$ cat src/rtl/mem_bus_initiator.sv
// rtl/mem_bus_initiator.sv - tagged memory bus initiator with load tag table
// Optional sticky protocol checker built when MEM_BUS_ERR_CHECK_EN is defined.
module mem_bus_initiator #(
  parameter int MAX_OUTSTANDING = 4,
  parameter int ID_W = 4
) (
  input  logic            clk,
  input  logic            reset,
  input  logic            req_valid,
  output logic            req_ready,
  input  logic            req_store,
  input  logic [31:0]     req_addr,
  input  logic [63:0]     req_data,
  input  logic [ID_W-1:0] req_id,
  output logic [1:0]      proc2mem_command,
  output logic [31:0]     proc2mem_addr,
  output logic [63:0]     proc2mem_data,
  input  logic [3:0]      mem2proc_response,
  input  logic [63:0]     mem2proc_data,
  input  logic [3:0]      mem2proc_tag,
  output logic            rsp_valid,
  output logic [63:0]     rsp_data,
  output logic [ID_W-1:0] rsp_id,
  output logic [3:0]      outstanding,
  output logic            err
);

  localparam logic [3:0] MAX_CNT   = 4'(MAX_OUTSTANDING);
  localparam logic [1:0] BUS_NONE  = 2'd0;
  localparam logic [1:0] BUS_LOAD  = 2'd1;
  localparam logic [1:0] BUS_STORE = 2'd2;

  typedef enum logic {IDLE, ISSUE} state_t;

  state_t                     state;
  logic                       issue_store;
  logic [ID_W-1:0]            issue_id;
  logic [MAX_OUTSTANDING-1:0] ent_valid;
  logic [3:0]                 ent_tag [MAX_OUTSTANDING];
  logic [ID_W-1:0]            ent_id  [MAX_OUTSTANDING];

  logic                       accepted;
  logic                       take_req;
  logic                       alloc_do;
  logic                       free_do;
  logic [MAX_OUTSTANDING-1:0] alloc_oh;
  logic [MAX_OUTSTANDING-1:0] free_oh;
  logic [ID_W-1:0]            free_id;

  // Both searches scan downward so the lowest matching index wins; they only
  // look at entries as they stand at the start of the cycle.
  always_comb begin
    accepted  = (state == ISSUE) && (mem2proc_response != 4'd0);
    req_ready = ((state == IDLE) || accepted) && (outstanding < MAX_CNT);
    take_req  = req_valid && req_ready;
    alloc_oh  = '0;
    free_oh   = '0;
    free_id   = '0;
    for (int i = MAX_OUTSTANDING - 1; i >= 0; i--) begin
      if (!ent_valid[i]) begin
        alloc_oh    = '0;
        alloc_oh[i] = 1'b1;
      end
      if (ent_valid[i] && (mem2proc_tag != 4'd0) && (ent_tag[i] == mem2proc_tag)) begin
        free_oh    = '0;
        free_oh[i] = 1'b1;
        free_id    = ent_id[i];
      end
    end
    alloc_do = accepted && !issue_store && (alloc_oh != '0);
    free_do  = (free_oh != '0);
  end

  always_ff @(posedge clk) begin
    if (reset) begin
      state            <= IDLE;
      proc2mem_command <= BUS_NONE;
      proc2mem_addr    <= '0;
      proc2mem_data    <= '0;
      issue_store      <= 1'b0;
      issue_id         <= '0;
      ent_valid        <= '0;
      rsp_valid        <= 1'b0;
      rsp_data         <= '0;
      rsp_id           <= '0;
      outstanding      <= '0;
    end else begin
      if (take_req) begin
        state            <= ISSUE;
        proc2mem_command <= req_store ? BUS_STORE : BUS_LOAD;
        proc2mem_addr    <= req_addr;
        proc2mem_data    <= req_data;
        issue_store      <= req_store;
        issue_id         <= req_id;
      end else if (accepted) begin
        state            <= IDLE;
        proc2mem_command <= BUS_NONE;
      end

      for (int i = 0; i < MAX_OUTSTANDING; i++) begin
        if (alloc_do && alloc_oh[i]) begin
          ent_valid[i] <= 1'b1;
          ent_tag[i]   <= mem2proc_response;
          ent_id[i]    <= issue_id;
        end else if (free_oh[i]) begin
          ent_valid[i] <= 1'b0;
        end
      end

      rsp_valid <= free_do;
      if (free_do) begin
        rsp_data <= mem2proc_data;
        rsp_id   <= free_id;
      end

      if (alloc_do && !free_do) begin
        outstanding <= outstanding + 4'd1;
      end else if (free_do && !alloc_do) begin
        outstanding <= outstanding - 4'd1;
      end
    end
  end

`ifdef MEM_BUS_ERR_CHECK_EN
  logic err_q;
  logic dup_tag;

  always_comb begin
    dup_tag = 1'b0;
    for (int i = 0; i < MAX_OUTSTANDING; i++) begin
      if (ent_valid[i] && (ent_tag[i] == mem2proc_response)) dup_tag = 1'b1;
    end
  end

  always_ff @(posedge clk) begin
    if (reset) begin
      err_q <= 1'b0;
    end else if (((mem2proc_tag != 4'd0) && !free_do) ||
                 (accepted && !issue_store && dup_tag) ||
                 ((state == IDLE) && (mem2proc_response != 4'd0))) begin
      err_q <= 1'b1;
    end
  end

  assign err = err_q;
`else
  assign err = 1'b0;
`endif

endmodule

$ cat config.mk
export PLATFORM = sky130hd
export DESIGN_NAME = mem_bus_initiator
export DESIGN_NICKNAME = d
export VERILOG_FILES = /design/src/rtl/mem_bus_initiator.sv
export SDC_FILE = /design/constraint.sdc
export NUM_CORES = 1
export LEC_CHECK = 0
export CORE_UTILIZATION = 25
export DETAILED_ROUTE_END_ITERATION = 16
export PLACE_DENSITY = 0.53
export SLEW_MARGIN = 15
export SYNTH_ARGS = -nofsm -noshare
export SYNTH_HDL_FRONTEND = slang
export SYNTH_SLANG_ARGS = --single-unit
$ cat constraint.sdc
create_clock -name clk -period 4.3 [get_ports clk]
set_clock_uncertainty 0.2 [all_clocks]
set_input_delay 0.86 -clock clk [delete_from_list [all_inputs] [get_ports clk]]
set_output_delay 0.86 -clock clk [all_outputs]
set_load 0.03 [all_outputs]
Word-level counts from Yosys, hierarchy flattened
Memories as Yosys holds them, arrays and structs flattened.
Index checks and enable logic that the tools add are counted.
{ "word_totals": {"n_memories": 2, "wordCells": 120, "out_inout_bits": 173, "regBits": 181, "mem_bits_rw": 32, "inputBits": 176} }
{ "classes": {"mux": 57, "eq_ne": 4, "addsub": 2, "bitwise_logic": 1, "n_reduce_logical": 39, "order_cmp": 1} }
{ "mem_list": {"columns": ["name", "words", "width", "rd", "rd_clocked_by_memory_dff", "wr", "line", "text"], "rows": [
  ["ent_id", 4, 4, 4, 0, 1, "40", "logic [ID_W-1:0] ent_id [MAX_OUTSTANDING];"],
  ["ent_tag", 4, 4, 4, 0, 1, "39", "logic [3:0] ent_tag [MAX_OUTSTANDING];"]
]} }
{ "ops": {"columns": ["op", "n"], "rows": [
  ["$mux W4", 20],
  ["$mux W1", 28],
  ["$reduce_or A4 Y1", 6],
  ["$logic_and A1 B1 Y1", 19],
  ["$mux W2", 9],
  ["$eq A4 B4 Y1", 4],
  ["$reduce_bool A4 Y1", 4],
  ["$reduce_bool A2 Y1", 6],
  ["$add A4 B1 Y4 const B", 1],
  ["$lt A4 B3 Y1 const B", 1],
  ["$sub A4 B1 Y4 const B", 1],
  ["$logic_not A1 Y1", 3],
  ["$logic_or A1 B1 Y1", 1],
  ["$not A1 Y1", 1]
]} }

Logic depth before layout (Yosys ltp)
{ "logic_depth": {"depth_word": 14, "ltp_mapped": 16, "ltp_nobuf": 13} }

Worst setup path after synthesis
Ideal clock, no wire load.
{ "synth_path": {"path_kind": "in2reg", "start": "input mem2proc_tag[3]", "end": "register outstanding[3]", "path_stages": 16, "setup_time_ns": 0.070, "t_required_ns": 4.030, "arrival_time_ns": 3.734, "setup_slack_ns": 0.296, "n_path_buf": 3, "path_cell_list": "buf_2 -> xor2_1 -> or4_4 -> or2_1 -> buf_6 -> nand3b_4 -> inv_2 -> buf_2 -> ha_1 -> inv_1 -> ha_1 -> a21o_1 -> a21oi_1 -> xnor2_1 -> or3_1 -> a21oi_1"} }
{ "synth_between": {"elab_chain_cells": 11, "word_cells_on_any_way": 23, "cone_classes": "eq/ne: 4; mux: 5; reduce/logical: 14"} }
{ "synth_rtl": {"columns": ["item", "line", "text"], "rows": [
  ["from (decl)", "20", "input logic [3:0] mem2proc_tag,"],
  ["$reduce_bool A4 Y1", "64", "if (ent_valid[i] && (mem2proc_tag != 4'd0) && (ent_tag[i] == mem2proc_tag)) begin"],
  ["$logic_and A1 B1 Y1 (2 in series)", "64", null],
  ["$mux W4 (3 in series)", "64", null],
  ["$mux W4 (*)", "64", null],
  ["$reduce_bool A4 Y1 (*)", "71", "free_do = (free_oh != '0);"],
  ["$logic_not A1 Y1", "116", "if (alloc_do && !free_do) begin"],
  ["$logic_and A1 B1 Y1", "116", null],
  ["$mux W4 / $reduce_bool A2 Y1 (equally long branches)", null, null],
  ["to (signal assigned)", "117", "outstanding <= outstanding + 4'd1;"],
  ["to (signal assigned)", "119", "outstanding <= outstanding - 4'd1;"],
  ["to (decl)", "24", "output logic [3:0] outstanding,"]
]} }
Every way passes the cells marked *; elsewhere a longest branch is shown, timed or not.
A chain may end at the register's enable or synchronous reset.

Worst setup path in the final report
{ "layout_path": {"start": "input mem2proc_tag[0]", "end": "register outstanding[3]"} }
Same word-level chain as after synthesis.

==> metrics.md <==
| Metric | Value |
|---|---|
| Layout cell share with drive strength beyond 1 | `5.90%` |
| Vias | `approximately 7,200` |
| Routed Antenna Nets | `0` |
| Mapped Nets | `1,061` |
| Total die area | `31,500 sq um` |
| GR Layer Usage met2 | `23.8%` |
| Initial DRC count | `278` |
| Row count | `63` |
| PD cells | `429 nW/um^2` |
| EDFF count, synth | `32` |
| Max Cap Viol | `0` |
| Count of different cell masters after synthesis | `43` |
| CTS tree | `built` |
| Area delta synth->final | `61.7%` |
| Clock root buffer | `clkbuf_16` |
| HPWL Detailed | `17,200 um` |
| Final hold vios | `0` |
| Post-CTS setup-driven buffer insertion count | `0` |
| Worst IR drop on VDD | `237 uV` |
| Hold Path Class | `flop to flop` |
| CTS-repair resized insts | `0` |
| Vias/cell | `4.39` |
| CTS max path bufs | `3` |
| Synthesized area | `7710 sq um` |
| P_leak | `4.41 nW` |
| Routability cong. | `0.780` |
| Die span in y | `around 180 um` |
| Max frequency | `275 MHz` |
| I/O pin count | `approximately 350` |
| Worst Path Arrival | `3890 ps` |
| Avg Inst Size Synth | `just under 9 sq um` |
| H-Tree Depth | `1` |
| Dpl ws | `142 ps` |
| Fin crit share | `a little over four fifths` |
| Pins over their slew limit | `0` |
| Initial Utilization | `25.7%` |
| Fillers | `3,018` |
| GRT Max-Usage Layer | `met2` |
| Min-Delay Startpoint | `rsp_data[50]$_SDFFE_PP0P_` |
| Synth Warn # | `0` |
| Drc violations | `0` |
| WP data required | `4550 ps` |
| Sequential share of the synthesized area | `59.5%` |
| Setup WS post-layout | `about 660 ps` |
| Num CTS Buffers | `26` |
| CP Class | `input pin to flop` |
| Cells after Synth | `881` |
| Wirelength per Cell | `15.4 um` |
| Most frequent cells in the layout | `clkdlybuf4s50_1 (345), nand2_1 (335), dfxtp_1 (181), a21oi_1 (176), edfxtp_1 (32)` |
| Number of global-route vias before repair | `between 6,000 and 7,000` |
| Rel. slew slack | `49.6%` |
| Final setup viols | `0` |
| Core area | `about 30,000 sq um` |
| CTS Hold Bufs | `0` |
| Final Util | `41.6%` |
| Largest net degree at the start of global routing | `84` |
| CP max FO | `5` |
| Worst flop-to-flop path startpoint | `ent_tag[0][3]$_DFFE_PP_` |
| Run status | `complete, no violations` |
| Number of synthesized register bits | `roughly 210` |
| Commonest non-fill, non-tap cell in the layout | `clkdlybuf4s50_1` |
| Total grt overflow | `0` |
| Drt total wl | `25,000 um` |
| RSZ-0062 raised after global routing | `no` |
| Crit path launch | `mem2proc_tag[0]` |
| Critical Path Start Type | `input pin` |
| Met3 GRT Util | `5.12%` |
| Initial antenna violation count | `0` |
| CP endpoint kind | `flop` |
| Setup TNS | `0 ps` |
| Total track usage | `15.1%` |
| ANT cells | `0` |
| Clk sinks | `213` |
| Ys flop type | `dfxtp_1` |
| Slew @ Worst Pin | `757 ps` |
| Post-synth ARST share | `0%` |
| Router iterations before antenna repair | `4` |
| Clock latency reported for the late side of the worst-skew pair | `520 ps` |
| Port Buffer Count | `347` |
| Met1 Use GR | `about 19%` |
| Final critical-path required period | `roughly 3600 ps` |
| Final Net Count | `roughly 1,400` |
| First-pass GRT wire length | `between 30,000 and 40,000 um` |
| Clock transition at path regs | `roughly 50 ps` |
| Die X | `178 um` |
state kept, by name (all words and copies together) (netlist names):
name              count
outstanding           4
state                 1
rsp_id                4
ent_valid             4
proc2mem_data        64
issue_id              4
ent_tag              16
issue_store           1
ent_id               16
rsp_valid             1
proc2mem_addr        32
proc2mem_command      2
rsp_data             64
where the power goes:
| group | switching [W] | total, W | internal [W] | leakage [nW] |
|---|---|---|---|---|
| combinational | 0.000582 | 0.00105 | 0.000470 | 2.24 |
| clock | 0.000823 | 0.00208 | 0.00126 | 0.404 |
| sequential | 0.0000680 | 0.00221 | 0.00214 | 1.77 |
| total | 0.00147 | 0.00535 | 0.00388 | 4.41 |
area by class of cell:
class,count,area (sq um),area share (%)
tap,390,488,3.91
inverter,2,7.51,0.0602
timing repair buffer,374,3750,30.1
sequential,213,4580,36.8
clock inverter,3,15.0,0.120
multi-input combinational,603,2820,22.6
clock buffer,42,802,6.43
synthesized netlist by cell type, types with 3 or more instances:
library cell    n  area [sq um]
dfxtp_1       181          3620
nor2_1         15          56.3
clkbuf_1       40           150
o2bb2ai_1       3          26.3
buf_1           3          11.3
nor3_1          8          40.0
xnor2_1        13           114
a2bb2oi_1       3          26.3
buf_6           7          78.8
nor4_1          3          18.8
a21oi_1       176           881
a221oi_1        3          26.3
or3_1           3          18.8
edfxtp_1       32           961
nand2_1       336          1260
buf_2          11          55.1
a211oi_1        4          30.0
and2_1          3          18.8
ha_1            3          37.5
xor2_1          4          35.0
logic make-up after synthesis:
logic type,Yosys count,share of synthesized area (%)
simple gates,382,19.8
fa+ha+maj,4,0.747
flops,213,59.5
compound gates,198,13.8
mux,1,0.130
xor+xnor,17,1.93
buf+inv,65,4.12
other cells,1,0.0486
stage by stage:
| step | std cells | instance area, sq um | hold WS (ps) | power [W] |
|---|---|---|---|---|
| 2_1_floorplan | 881 | 7710 | 245 | 0.00278 |
| 3_3_place_gp | 1582 | 11600 | 237 | 0.00331 |
| 3_5_place_dp | 1582 | 11600 | 243 | 0.00332 |
| 4_1_cts | 1627 | 12500 | 251 | 0.00545 |
| 5_1_grt | 1627 | 12500 | 259 | 0.00561 |
| 6_report | 1627 | 12500 | 247 | 0.00535 |
path summary, 6_finish.rpt:
path	endpoint	slack [ps]	depth (start not counted)
setup / recovery	outstanding[3]$_SDFFE_PP0P_	660	14
hold / removal	rsp_data[50]$_SDFFE_PP0P_	250	2
setup reg to reg	outstanding[3]$_SDFFE_PP0P_	1180	13
hold reg to reg	rsp_data[50]$_SDFFE_PP0P_	250	2
routing by layer:
layer	wire length [um]	vias to the layer above	share of wire [%]
met2	10900	304	44
li1	-	3584	-
met3	2430	37	9.7
met5	0	-	0
met1	11000	3225	44
met4	678	0	2.7
critical path: stages:
cell,delay (ps)
clkdlybuf4s50_1,580
nor4_1,100
or4_4,550
or2_1,290
nand3b_4,100
inv_2,40
ha_1,190
inv_1,80
ha_1,220
a21o_1,170
a21oi_1,170
xnor2_1,90
or3_1,300
a21oi_1,140
(Power assumes the default switching activity.)
